--- config.mk ---
export PLATFORM = sky130hd
export DESIGN_NAME = uart_tx_arbiter
export DESIGN_NICKNAME = d
export VERILOG_FILES = /design/src/rtl/uart_pkg.sv /design/src/rtl/rr_picker.sv /design/src/rtl/uart_tx_arbiter.sv
export SDC_FILE = /design/constraint.sdc
export NUM_CORES = 1
export LEC_CHECK = 0
export BUFFER_PORTS_ARGS = -buffer_cell sky130_fd_sc_hd__buf_2
export CELL_PAD_IN_SITES_DETAIL_PLACEMENT = 0
export CELL_PAD_IN_SITES_GLOBAL_PLACEMENT = 1
export CORE_MARGIN = 2
export CORE_UTILIZATION = 27
export CTS_CLUSTER_DIAMETER = 200
export DETAILED_ROUTE_END_ITERATION = 7
export PLACE_DENSITY_LB_ADDON = 0.1
export SYNTH_ARGS = -nofsm -noshare
export SYNTH_HDL_FRONTEND = slang
export SYNTH_SLANG_ARGS = --single-unit
--- constraint.sdc ---
create_clock -name clk -period 2.25 [get_ports clk]
set_input_delay 0.45 -clock clk [delete_from_list [all_inputs] [get_ports clk]]
set_output_delay 0.45 -clock clk [all_outputs]
set_load 0.01 [all_outputs]
--- src/rtl/uart_pkg.sv ---
// Shared types and constants for the UART transmit path.
//   arb_state_t : arbiter FSM state encoding
//   UART_BYTE_W : width of one byte on the uart_tx byte port
package uart_pkg;

  localparam int unsigned UART_BYTE_W = 8;

  typedef enum logic [1:0] {
    ARB_IDLE,
    ARB_BUSY,
    ARB_DRAIN,
    ARB_GAP
  } arb_state_t;

endpackage

--- src/rtl/rr_picker.sv ---
// Combinational round-robin picker.
// Scans the request vector starting at ptr, wrapping past N-1 to 0, and returns the
// first asserted requester.
//   req   : request vector, one bit per source
//   ptr   : highest-priority index for this pick
//   found : at least one request is asserted
//   idx   : chosen source index (0 when found is low)
module rr_picker #(
  parameter int unsigned N    = 4,
  parameter int unsigned IdxW = $clog2(N)
) (
  input  logic [N-1:0]    req,
  input  logic [IdxW-1:0] ptr,
  output logic            found,
  output logic [IdxW-1:0] idx
);

  // Rotate-and-priority-encode: walk the rotated positions from last to first so the
  // lowest rotated offset (closest to ptr) is the one left standing.
  always_comb begin
    found = |req;
    idx   = '0;
    for (int i = N - 1; i >= 0; i--) begin
      if (req[(int'(ptr) + i) % N]) begin
        idx = IdxW'((int'(ptr) + i) % N);
      end
    end
  end

endmodule

--- src/rtl/uart_tx_arbiter.sv ---
// Shares one uart_tx byte port among NUM_SRC packet sources.
// A round-robin grant is held for a whole packet; after the last byte is accepted the
// arbiter waits for the uart_tx shifter to go idle, then for GAP_CYCLES clocks, before
// arbitrating again, so packets never interleave on the serial line.
//   clk, rst    : clock, asynchronous active-high reset
//   src_req     : source i has a valid byte on src_data[8i+7:8i]
//   src_data    : packed source bytes
//   src_last    : source i's byte is the last of its packet
//   src_ack     : source i's byte accepted this cycle
//   tx_data     : byte to uart_tx (0 when tx_req is low)
//   tx_req      : byte valid to uart_tx
//   tx_cts      : uart_tx can accept a byte
//   tx_idle     : uart_tx shifter empty
//   grant_valid : a source owns the port
//   grant_id    : owning source index, held outside of ownership
//   pkt_done    : pulse with the accepted last byte of a packet
module uart_tx_arbiter
  import uart_pkg::*;
#(
  parameter int unsigned NUM_SRC    = 4,
  parameter int unsigned GAP_CYCLES = 8
) (
  input  logic                           clk,
  input  logic                           rst,
  input  logic [NUM_SRC-1:0]             src_req,
  input  logic [NUM_SRC*UART_BYTE_W-1:0] src_data,
  input  logic [NUM_SRC-1:0]             src_last,
  output logic [NUM_SRC-1:0]             src_ack,
  output logic [UART_BYTE_W-1:0]         tx_data,
  output logic                           tx_req,
  input  logic                           tx_cts,
  input  logic                           tx_idle,
  output logic                           grant_valid,
  output logic [$clog2(NUM_SRC)-1:0]     grant_id,
  output logic                           pkt_done
);

  localparam int unsigned IdW     = $clog2(NUM_SRC);
  localparam int unsigned GapW    = (GAP_CYCLES > 0) ? $clog2(GAP_CYCLES + 1) : 1;
  localparam int unsigned GapLoad = (GAP_CYCLES > 0) ? GAP_CYCLES - 1 : 0;
  localparam logic [IdW-1:0] LastId = IdW'(NUM_SRC - 1);

  arb_state_t             state;
  logic [IdW-1:0]         rr_ptr;
  logic [GapW-1:0]        gap_cnt;
  logic                   pick_found;
  logic [IdW-1:0]         pick_idx;
  logic                   owner_req;
  logic                   owner_last;
  logic [UART_BYTE_W-1:0] owner_data;
  logic                   beat;

  rr_picker #(
    .N    (NUM_SRC),
    .IdxW (IdW)
  ) u_picker (
    .req   (src_req),
    .ptr   (rr_ptr),
    .found (pick_found),
    .idx   (pick_idx)
  );

  assign grant_valid = (state == ARB_BUSY);

  // Owner mux and handshake; combinational so the ack lands in the accept cycle.
  always_comb begin
    owner_req  = 1'b0;
    owner_last = 1'b0;
    owner_data = '0;
    for (int i = 0; i < NUM_SRC; i++) begin
      if (grant_id == IdW'(i)) begin
        owner_req  = src_req[i];
        owner_last = src_last[i];
        owner_data = src_data[i*UART_BYTE_W +: UART_BYTE_W];
      end
    end
    tx_req   = grant_valid && owner_req;
    tx_data  = tx_req ? owner_data : '0;
    beat     = tx_req && tx_cts;
    pkt_done = beat && owner_last;
    src_ack  = '0;
    for (int i = 0; i < NUM_SRC; i++) begin
      src_ack[i] = beat && (grant_id == IdW'(i));
    end
  end

  always_ff @(posedge clk or posedge rst) begin
    if (rst) begin
      state    <= ARB_IDLE;
      rr_ptr   <= '0;
      grant_id <= '0;
      gap_cnt  <= '0;
    end else begin
      unique case (state)
        ARB_IDLE: begin
          if (pick_found) begin
            grant_id <= pick_idx;
            state    <= ARB_BUSY;
          end
        end
        ARB_BUSY: begin
          // Owner stalling (src_req low) simply holds here; there is no abort path.
          if (pkt_done) begin
            rr_ptr <= (grant_id == LastId) ? '0 : grant_id + 1'b1;
            state  <= ARB_DRAIN;
          end
        end
        ARB_DRAIN: begin
          if (tx_idle) begin
            if (GAP_CYCLES > 0) begin
              gap_cnt <= GapW'(GapLoad);
              state   <= ARB_GAP;
            end else begin
              state <= ARB_IDLE;
            end
          end
        end
        ARB_GAP: begin
          if (gap_cnt == '0) begin
            state <= ARB_IDLE;
          end else begin
            gap_cnt <= gap_cnt - 1'b1;
          end
        end
        default: state <= ARB_IDLE;
      endcase
    end
  end

endmodule

# Word level (Yosys, flattened, before mapping)
# Cells that the tools add are included.
# Widths: inputs -> output; s select.
totals:
  ff_bits: 10
  in_bits: 44
  out_inout_bits: 17
  word_cells: 74
op_classes:
  addsub: 5
  magnitude_cmp: 4
  n_eq_ne: 11
  mux: 34
  n_reduce_logical: 16
ops:
  columns: ["cell", "count"]
  rows:
  - ["$mux 8", 5]
  - ["$mux 2", 9]
  - ["$lt 2x3->1 const B", 4]
  - ["$mux 1", 12]
  - ["$bmux 1 s2", 4]
  - ["$eq 2x2->1 const B", 4]
  - ["$mux 4", 2]
  - ["$ne 2x2->1 const B", 4]
  - ["$pmux 2 s4", 1]
  - ["$pmux 4 s2", 1]
  - ["$logic_and 1x1->1", 7]
  - ["$add 2x1->2 const B", 2]
  - ["$add 2x2->2 const B", 2]
  - ["$eq 2x1->1 const B", 2]
  - ["$logic_not 2->1", 2]
  - ["$logic_not 4->1", 1]
  - ["$reduce_and 2->1", 2]
  - ["$reduce_and 4->1", 1]
  - ["$reduce_or 4->1", 1]
  - ["$sub 4x1->4 const B", 1]
  - ["$reduce_and 3->1", 1]
  - ["$ne 2x1->1 const B", 1]
  - ["$reduce_bool 2->1", 1]

# Logic depth before layout (Yosys ltp)
# Gate-level depths: netlist of the first run.
logic_depth:
  depth_word: 10
  mapped_depth: 9
  ltp_nobuf: 7

# Modules after synthesis
# A second synthesis of the first run with hierarchy kept.
unflattened:
  cells_unflattened: 145
  area_unflattened_um2: 1131.1
by_module_without_submodules:
  columns: ["module", "instances", "cells_per_inst", "area_each_um2"]
  rows:
  - ["uart_tx_arbiter", 1, 132, 1053.5]
  - ["rr_picker", 1, 13, 77.6]

# Worst setup path after synthesis of the first run
# Ideal clock, no wire load.
synth_timing:
  kind: "flip-flop to output port"
  from: "reg grant_id[0]"
  to: "out pkt_done"
  arrival_time_ns: 1.845
  required_time_ns: 1.800
  path_slack_ns: -0.045
  path_stages_with_launch: 10
  n_path_buf: 2
  path_cell_list: "dfrtp_1 inv_1 ha_1 nor2b_1 buf_2 a22o_1 o31ai_1 or2_0 buf_2 inv_1"
synth_via:
  elab_chain_cells: 8
  elab_cells_between_ends: 15
synth_rtl:
  columns: ["element", "line_no", "source"]
  rows:
  - ["from (decl)", "uart_tx_arbiter.sv:34", "output logic [$clog2(NUM_SRC)-1:0] grant_id,"]
  - ["from (signal assigned)", "uart_tx_arbiter.sv:97", "grant_id <= pick_idx;"]
  - ["$logic_not 2->1", "uart_tx_arbiter.sv:71", "if (grant_id == IdW'(i)) begin"]
  - ["$mux 1 (4 in series)", "uart_tx_arbiter.sv:71", null]
  - ["$logic_and 1x1->1", "uart_tx_arbiter.sv:77", "tx_req = grant_valid && owner_req;"]
  - ["$logic_and 1x1->1", "uart_tx_arbiter.sv:79", "beat = tx_req && tx_cts;"]
  - ["$logic_and 1x1->1 (*)", "uart_tx_arbiter.sv:80", "pkt_done = beat && owner_last;"]
  - ["to (decl)", "uart_tx_arbiter.sv:35", "output logic pkt_done"]
# Mark *: on every way between the ends. The rest lies on a longest branch, timed or not.

# Worst setup path in the final report of the first run
layout_timing:
  from: "reg grant_id[1]"
  to: "out pkt_done"
# The elaborated chain is that of the path after synthesis.

==> results.txt, run 1 <==
Detail Placement HPWL - 2.84 mm
Failing checks - setup timing
Die ar. - 4630 um^2
DRC violations left - 0
Crit path top cell by count - buf_6
CP endpoint kind - primary output
HP Class - in2async
Outcome - finished with violations
Leakage Power - 0.000949 uW
Worst IR Drop VDD - 0.591 mV
Critical path fanouts, max - 6
Power Total - 2380 uW
Distinct cell type count after synthesis - 34
Top Ports - 61
CTS root buffer - clkbuf_8
Post-DP Area - 1530 um^2
Initial core utilization - 27.9%
H-tree depth - 1
CTS tree - built
Syn Inst Count - 150
Min cycle time layout - 2290 ps
Layout cell share with drive strength beyond 1 - 53.7%
CP startpoint - grant_id[1]
CTS Sinks - 10
Final Skew - 5.85 ps
Syn_nets - 204
Cell area after synthesis - 1110 um^2
Setup TNS Final - -62.2 ps
Hold Fails Final Rpt - 0
Crit-path leading delay family - flip-flops
Die width - 68.0 um
Initial DRC count - 36
Total Wirelength - 3.66 mm
Largest net degree at the start of global routing - 17
RD Place Congestion - 0.772
CTS clock-pin slew for the worst setup and hold paths - 50 ps
Num CTS Buffers - 3
Row count - 23
FMAX - 436 MHz
Port buffer count - 60
Relative slew slack - 57.3%
Total gr overflow - 0
Height of the die - 68.0 um
Max-slew violation count - 0
Buffers & Inverters on Critical Path - 3
Core Region - 3970 um^2
Routed Antenna Nets - 0
Initial antenna violation count - 0
PwrDens - 1200 nW/um^2
Vias - 1368
Period utilization - 102%
Layout Nets - 286
Via density - 4.87
Max_cap viols - 0
Synth warn - 0
Most common cell after layout, fill and taps aside - buf_2
Setup CP Type - reg2out
Total Routing Usage GR - 15.7%
DP Worst Slack - -0.329 ps
Syn avg cell area - 7.38 um^2
Crit path largest cell delay - 410 ps
Number of global-route vias before repair - 1233
Final Worst Setup Slack - -43.9 ps
Worst Max-Slew Pin Slew - 634 ps
Fill count - 392
P&R area growth vs syn - 79.4%
Wire per inst - 13.0 um
Critical Path RT - 1800 ps
Drt pass-1 iters - 2
Final instance area - 1990 um^2
First-pass GRT wire length - 5.60 mm
R2r startpoint - gap_cnt[0]
Clock tree buffer depth - 2
Clock Latency Late Sink - 240 ps
Yosys reg bits - 10
Crit-path cells - buf_6, ha_4, a221oi_4, nand3_2, or2_1, inv_1, buf_6
Crit path DAT - 1840 ps
Leading cell types in the layout, fill and taps excluded - buf_2, a21oi_1, nor2_1, buf_4, inv_1
Final setup viols - 3
RSZ-0062 raised after global routing - true
CP Launch Type - flip-flop
Post-synthesis sequential area ratio - 22.6%
Number of antenna repair diodes - 0
Slowest-stage cell, CP - dfrtp_1
[timing repair]
item | in CTS | in global routing
setup endpoints to repair | 13 | 15
hold buffers | 0 | 0
resized for setup | 34 | 26
pin swaps | 9 | 14
gates cloned | 0 | 0
setup buffers | 8 | 7
[layer usage]
metal	part of all wire [%]	vias to the layer above	GRT usage [%]
met5	0	-	0
met1	43	614	19.4
met2	49	42	28.6
met4	1.6	0	4.00
li1	-	706	-
met3	6.5	6	1.97
[sequential cells by signal, summed over array words and instances (netlist names)]
signal and cells:
gap_cnt 4, rr_ptr 2, grant_id 2, state 2
[per-stage QoR]
step                      util (%)  cells  hold slack, ps
final                         50.0    281             179
after global routing          50.0    281             222
after CTS                     45.1    274             200
after detailed placement      38.4    262             456
after global placement        38.4    262             450
after floorplan                  -    150             290
[cell families (layout without fill, tap and decap cells)]
| kind of cell | Yosys count | in the layout | synth area share [%] |
|---|---|---|---|
| AO/OA/AOI/OAI | 46 | 46 | 28.7 |
| buffers and inverters | 22 | 103 | 7.68 |
| adder cells (fa/ha/maj) | 10 | 10 | 11.3 |
| AND/OR/NAND/NOR | 59 | 59 | 26.9 |
| multiplexers | 3 | 3 | 2.82 |
| flip-flops | 10 | 10 | 22.6 |
[Yosys cell counts]
master	instances	share of area (%)
a211oi_1	1	0.68
clkbuf_1	4	1.4
nor3b_1	2	1.4
a21oi_1	16	7.2
a221oi_1	8	6.3
or3_1	1	0.57
o22a_1	1	0.79
o21a_1	1	0.68
buf_1	1	0.34
a22o_1	1	0.79
nor4_1	2	1.1
dfrtp_1	10	23
mux2_2	1	1.0
nor3_1	9	4.1
buf_2	2	0.90
o41ai_1	1	0.79
nand2b_1	1	0.57
and3_1	4	2.3
o31ai_1	3	2.0
nand2_1	8	2.7
nand3_1	2	0.90
ha_1	10	11
nor2b_1	11	6.2
o21ai_0	8	3.6
nor2_1	17	5.8
a221oi_2	2	2.7
or2_0	1	0.57
mux2i_1	2	1.8
o2bb2ai_1	1	0.79
a311o_1	1	0.90
or3b_1	1	0.79
a31o_2	1	0.79
o22ai_1	1	0.57
inv_1	15	5.1
[final cells by class]
type / instances / area [um^2] / share of cell area, %
Multi-Input combinational cell: 118 / 1000 / 50.5
Inverter: 15 / 58.8 / 2.96
Tap cell: 50 / 62.6 / 3.15
Clock buffer: 4 / 55.1 / 2.77
Timing Repair Buffer: 84 / 556 / 28.0
Sequential cell: 10 / 251 / 12.7
[power by group]
| group | switching, uW | total (uW) | internal (uW) | leakage, uW |
|---|---|---|---|---|
| sequential | 105 | 362 | 258 | 0.000117 |
| clock | 74.5 | 229 | 154 | 0.0000288 |
| combinational | 857 | 1790 | 928 | 0.000803 |
[worst paths after layout]
| path | end | slack, ps | cells past startpoint |
|---|---|---|---|
| min in group clk | gap_cnt[2] | 560 | 1 |
| hold / removal | grant_id[1] | 180 | 2 |
| setup / recovery | pkt_done | -40 | 7 |
| max in group asynchronous | grant_id[0] | 1770 | 2 |
| hold reg to reg | gap_cnt[2] | 560 | 1 |
| setup reg to reg | state[0] | 110 | 7 |
Power figures use the tool's default switching activity.
==> run 2, diff against run 1 <==
==> constraint.sdc (replaced) <==
create_clock -name clk -period 2.25 [get_ports clk]
set_input_delay 0.45 -clock clk [delete_from_list [all_inputs] [get_ports clk]]
set_output_delay 0.45 -clock clk [all_outputs]
set_load 0.005 [all_outputs]
==> results.txt, run 2 (same netlist as run 1, synthesis figures left out) <==
Outcome - finished with violations
Failing checks - setup timing
RD Place Congestion - 0.802 (+3.9%)
Vias - 1371 (+0.22%)
PwrDens - 1150 nW/um^2 (-3.5%)
Crit-path cells - inv_4, ha_4, nor2b_4, a22o_1, o31ai_2, or2_1, inv_1, buf_2
Routed Antenna Nets - 0 (unchanged)
Die width - 68.0 um (unchanged)
Slowest-stage cell, CP - dfrtp_2
Max_cap viols - 0 (unchanged)
Min cycle time layout - 2280 ps (-10.9 ps)
Total Wirelength - 3.70 mm (+1.1%)
Power Total - 2080 uW (-12%)
CTS root buffer - clkbuf_8
Hold Buf Count CTS - 0 (unchanged)
Layout Nets - 280 (-2.1%)
Detail Placement HPWL - 2.96 mm (+4.0%)
CTS Sinks - 10 (unchanged)
Final Skew - 0.643 ps (-5.21 ps)
P&R area growth vs syn - 63.1%
Relative slew slack - 58.5% (+1.2 points)
Flip-flop count of the largest register after layout - 4 (unchanged)
Area of the multi-input gates - 921 um^2 (-8.2%)
Die ar. - 4630 um^2 (unchanged)
H-tree depth - 1 (unchanged)
Total gr overflow - 0 (unchanged)
RSZ-0062 raised after global routing - true
Row count - 23 (unchanged)
Crit path largest cell delay - 470 ps (+60 ps)
Finished Layout Cells - 274 (-2.5%)
Final setup viols - 3 (unchanged)
Final Worst Setup Slack - -33.1 ps (+10.9 ps)
CTS tree - built
Hold Fails Final Rpt - 0 (unchanged)
Number of global-route vias before repair - 1347 (+9.2%)
Port buffer count - 60 (unchanged)
FMAX - 438 MHz (+0.48%)
Clock Latency Late Sink - 230 ps (about the same)
Setup CP Type - reg2out
Wire per inst - 13.5 um (+3.7%)
First-pass GRT wire length - 5.72 mm (+2.1%)
Most flop-heavy register - gap_cnt
Worst Max-Slew Pin Slew - 616 ps (-17.7 ps)
Initial antenna violation count - 0 (unchanged)
Initial DRC count - 64 (+78%)
Buffers & Inverters on Critical Path - 3 (unchanged)
DRC violations left - 0 (unchanged)
Layout cell share with drive strength beyond 1 - 46.9% (-6.8 points)
Top Ports - 61 (unchanged)
Most common cell after layout, fill and taps aside - buf_2
Max-slew violation count - 0 (unchanged)
Leading cell types in the layout, fill and taps excluded - buf_2, nor2_1, a21oi_1, buf_4, inv_1
Worst IR Drop VDD - 0.588 mV (-0.64%)
Critical path fanouts, max - 6 (unchanged)
Crit path DAT - 1830 ps (about the same)
Total Routing Usage GR - 16.3% (+0.53 points)
CTS clock-pin slew for the worst setup and hold paths - 50 ps (about the same)
Core Region - 3970 um^2 (unchanged)
Clock tree buffer depth - 2 (unchanged)
Largest net degree at the start of global routing - 13 (-4)
Num CTS Buffers - 3 (unchanged)
Height of the die - 68.0 um (unchanged)
HP Class - in2async
Via density - 5.00 (+2.8%)
Number of antenna repair diodes - 0 (unchanged)
CP Launch Type - flip-flop
Crit-path leading delay family - flip-flops
Period utilization - 101% (-0.48 points)
FF/Latch Area - 253 um^2 (+0.50%)
Cell count after placement - 263 (+0.38%)
Drt pass-1 iters - 4 (+2)
Initial core utilization - 27.9% (unchanged)
Leakage Power - 0.000888 uW (-6.5%)
Fill count - 431 (+9.9%)
CP endpoint kind - primary output
Critical Path RT - 1800 ps (about the same)
run 2: cell types whose count changed in the layout (fill, tap and decap cells not counted), moves of 2 or more:
cell and delta:
and3_4 -2, a221oi_1 +4, a221oi_2 -3, buf_4 -2, buf_2 +3, buf_6 -5, buf_8 -2, and3_1 +2
run 2: worst register-to-register path, delay by kind of cell, from the launching register on:
family,cells,cell delay (ps)
compound gates,3,650
simple gates,1,450
flops,1,410
mux,1,240
fa+ha+maj,1,200
buf+inv,1,70
run 2: timing repair:
item,4_1_cts,5_1_grt
resized for setup,29,8
setup buffers,8,0
endpoints found under the setup margin,14,15
pin swaps,7,4
run 2: cell type report:
cell class / instances / share of cell area (%)
inverters: 15 / 3.26
well taps: 50 / 3.47
multi-input cells: 118 / 51.0
repair buffers: 78 / 26.0
flip-flops and latches: 10 / 14.0
clock buffers: 3 / 2.29
run 2: final timing paths:
| path | startpoint | to | slack, ps | depth (start not counted) |
|---|---|---|---|---|
| worst max-delay path | grant_id[0] | pkt_done | -30 | 8 |
| worst min-delay path | rst | gap_cnt[0] | 200 | 2 |
| worst max register to register | gap_cnt[0] | state[0] | 110 | 7 |
| worst min register to register | gap_cnt[2] | gap_cnt[2] | 550 | 1 |
| max in group asynchronous | rst | grant_id[0] | 1740 | 2 |
| min in group clk | gap_cnt[2] | gap_cnt[2] | 550 | 1 |
run 2: where the power goes:
part / switching [uW] / internal (uW) / leakage (uW)
combinational: 758 / 777 / 0.000750
clock: 64.6 / 117 / 0.0000216
sequential: 108 / 259 / 0.000116
total: 930 / 1150 / 0.000888
run 2: stage by stage:
stage	setup TNS [ps]	utilization, %	worst slack [ps]	area [um^2]	hold WS [ps]
after floorplan	0	-	15.4	1110	290
after global placement	0	38.5	51.0	1530	455
after detailed placement	-19.8	38.5	-19.8	1530	458
after CTS	-47.1	43.9	-38.6	1740	207
final	-66.0	45.5	-33.1	1810	199
after global routing	-1310	45.5	-129	1810	222
run 2: per-layer routing:
layer	share of wire (%)	global-route usage (%)	wire length [um]
met1	43	17.5	1610
met2	52	32.9	1910
met3	4.6	3.13	170
met4	0.27	2.25	10
met5	0	0	0
==> run 3, diff against run 2 <==
- SKIP_LAST_GASP: unset -> 1
==> results.txt, run 3 (same netlist as run 1, synthesis figures left out) <==
RSZ-0062 raised after global routing - true
CP endpoint kind - primary output
RD Place Congestion - 0.802 (unchanged)
CTS root buffer - clkbuf_8
Clock tree buffer depth - 2 (unchanged)
Setup TNS Final - -59.9 ps (+6.05 ps)
Largest net degree at the start of global routing - 13 (unchanged)
Layout cell share with drive strength beyond 1 - 46.4% (-0.45 points)
FMAX - 438 MHz (about the same)
Min cycle time layout - 2280 ps (-2.28 ps)
PwrDens - 1160 nW/um^2 (+0.17%)
H-tree depth - 1 (unchanged)
DRC violations left - 0 (unchanged)
Row count - 23 (unchanged)
Initial DRC count - 52 (-19%)
Outcome - finished with violations
Final Skew - 0.642 ps (-0.00165 ps)
Die width - 68.0 um (unchanged)
Failing checks - setup timing
CP Launch Type - flip-flop
Number of global-route vias before repair - 1345 (-0.15%)
DP Worst Slack - -19.8 ps (unchanged)
Clock Latency Late Sink - 230 ps (about the same)
Hold Fails Final Rpt - 0 (unchanged)
Max_cap viols - 0 (unchanged)
Final setup viols - 2 (-1)
Detail Placement HPWL - 2.96 mm (unchanged)
Initial core utilization - 27.9% (unchanged)
Total Routing Usage GR - 16.3% (unchanged)
Relative slew slack - 58.5% (about the same)
Crit path largest cell delay - 470 ps (about the same)
Vias - 1373 (+0.15%)
Crit-path leading delay family - flip-flops
Leading cell types in the layout, fill and taps excluded - buf_2, nor2_1, a21oi_1, buf_4, inv_1
Period utilization - 101% (about the same)
Slowest-stage cell, CP - dfrtp_2
Most common cell after layout, fill and taps aside - buf_2
Power Total - 2070 uW (-0.46%)
Height of the die - 68.0 um (unchanged)
Cell count after placement - 263 (unchanged)
First-pass GRT wire length - 5.72 mm (unchanged)
Core Region - 3970 um^2 (unchanged)
CTS tree - built
Die ar. - 4630 um^2 (unchanged)
Initial antenna violation count - 0 (unchanged)
Buffers & Inverters on Critical Path - 3 (unchanged)
Crit-path cells - inv_4, ha_4, nor2b_4, a22o_1, o31ai_2, or2_1, inv_1, buf_2
CTS clock-pin slew for the worst setup and hold paths - 50 ps (about the same)
Number of antenna repair diodes - 0 (unchanged)
Total Wirelength - 3.71 mm (+0.27%)
Critical path fanouts, max - 6 (unchanged)
Hold Buf Count CTS - 0 (unchanged)
Top Ports - 61 (unchanged)
Drt pass-1 iters - 5 (+1)
Worst Max-Slew Pin Slew - 616 ps (-0.0198 ps)
Via density - 5.01 (+0.15%)
Total gr overflow - 0 (unchanged)
Layout Nets - 280 (unchanged)
P&R area growth vs syn - 62.0%
Num CTS Buffers - 3 (unchanged)
Port buffer count - 60 (unchanged)
Most flop-heavy register - gap_cnt
Setup CP Type - reg2out
HP Class - in2async
CTS Sinks - 10 (unchanged)
Max-slew violation count - 0 (unchanged)
Leakage Power - 0.000889 uW (+0.14%)
Finished Layout Cells - 274 (unchanged)
Crit path DAT - 1830 ps (about the same)
Final Worst Setup Slack - -30.8 ps (+2.28 ps)
Worst IR Drop VDD - 0.587 mV (about the same)
Wire per inst - 13.5 um (+0.27%)
Routed Antenna Nets - 0 (unchanged)
Critical Path RT - 1800 ps (about the same)
Flip-flop count of the largest register after layout - 4 (unchanged)
run 3: cell counts in the layout (fill, tap and decap cells not counted):
Identical to the previous run, type by type.
run 3: per-layer routing:
layer  track usage [%]  vias to the layer above  routed length, um
met3              3.13                        2                180
met1              17.5                      639               1610
met4              2.25                        0                 10
li1                  -                      690                  -
met2              32.9                       42               1900
met5                 0                        -                  0
run 3: repair_timing:
item	4_1_cts	5_1_grt
buffers inserted	8	0
gates resized for setup	29	6
setup endpoints to repair	14	15
pin swaps	5	5
run 3: final cells by class:
cell class | instances | area [um^2]
Multi-Input combinational cell | 118 | 916
Clock buffer | 3 | 41.3
Timing Repair Buffer | 78 | 463
Fill cell | 430 | 2180
Tap cell | 50 | 62.6
Inverter | 15 | 58.8
Sequential cell | 10 | 253
run 3: final timing paths:
kind | startpoint | end | slack [ps] | cells past startpoint
max in group asynchronous | rst | grant_id[0] | 1740 | 2
min reg2reg | gap_cnt[2] | gap_cnt[2] | 550 | 1
min in group clk | gap_cnt[2] | gap_cnt[2] | 550 | 1
min | rst | gap_cnt[0] | 200 | 2
max reg2reg | gap_cnt[0] | state[0] | 110 | 7
max | grant_id[0] | pkt_done | -30 | 8
run 3: through the flow:
| stage | hold slack, ps | cell area, um^2 | util [%] |
|---|---|---|---|
| floorplan | 290 | 1110 | - |
| global placement | 455 | 1530 | 38.5 |
| detailed placement | 458 | 1530 | 38.5 |
| CTS | 207 | 1740 | 43.9 |
| global route | 222 | 1790 | 45.2 |
| finish | 200 | 1790 | 45.2 |
run 3: report_power, final:
part	switching [uW]	leakage, uW	internal (uW)	total (uW)
registers	108	0.000116	259	368
clock network	64.7	0.0000216	117	181
logic	755	0.000752	770	1520
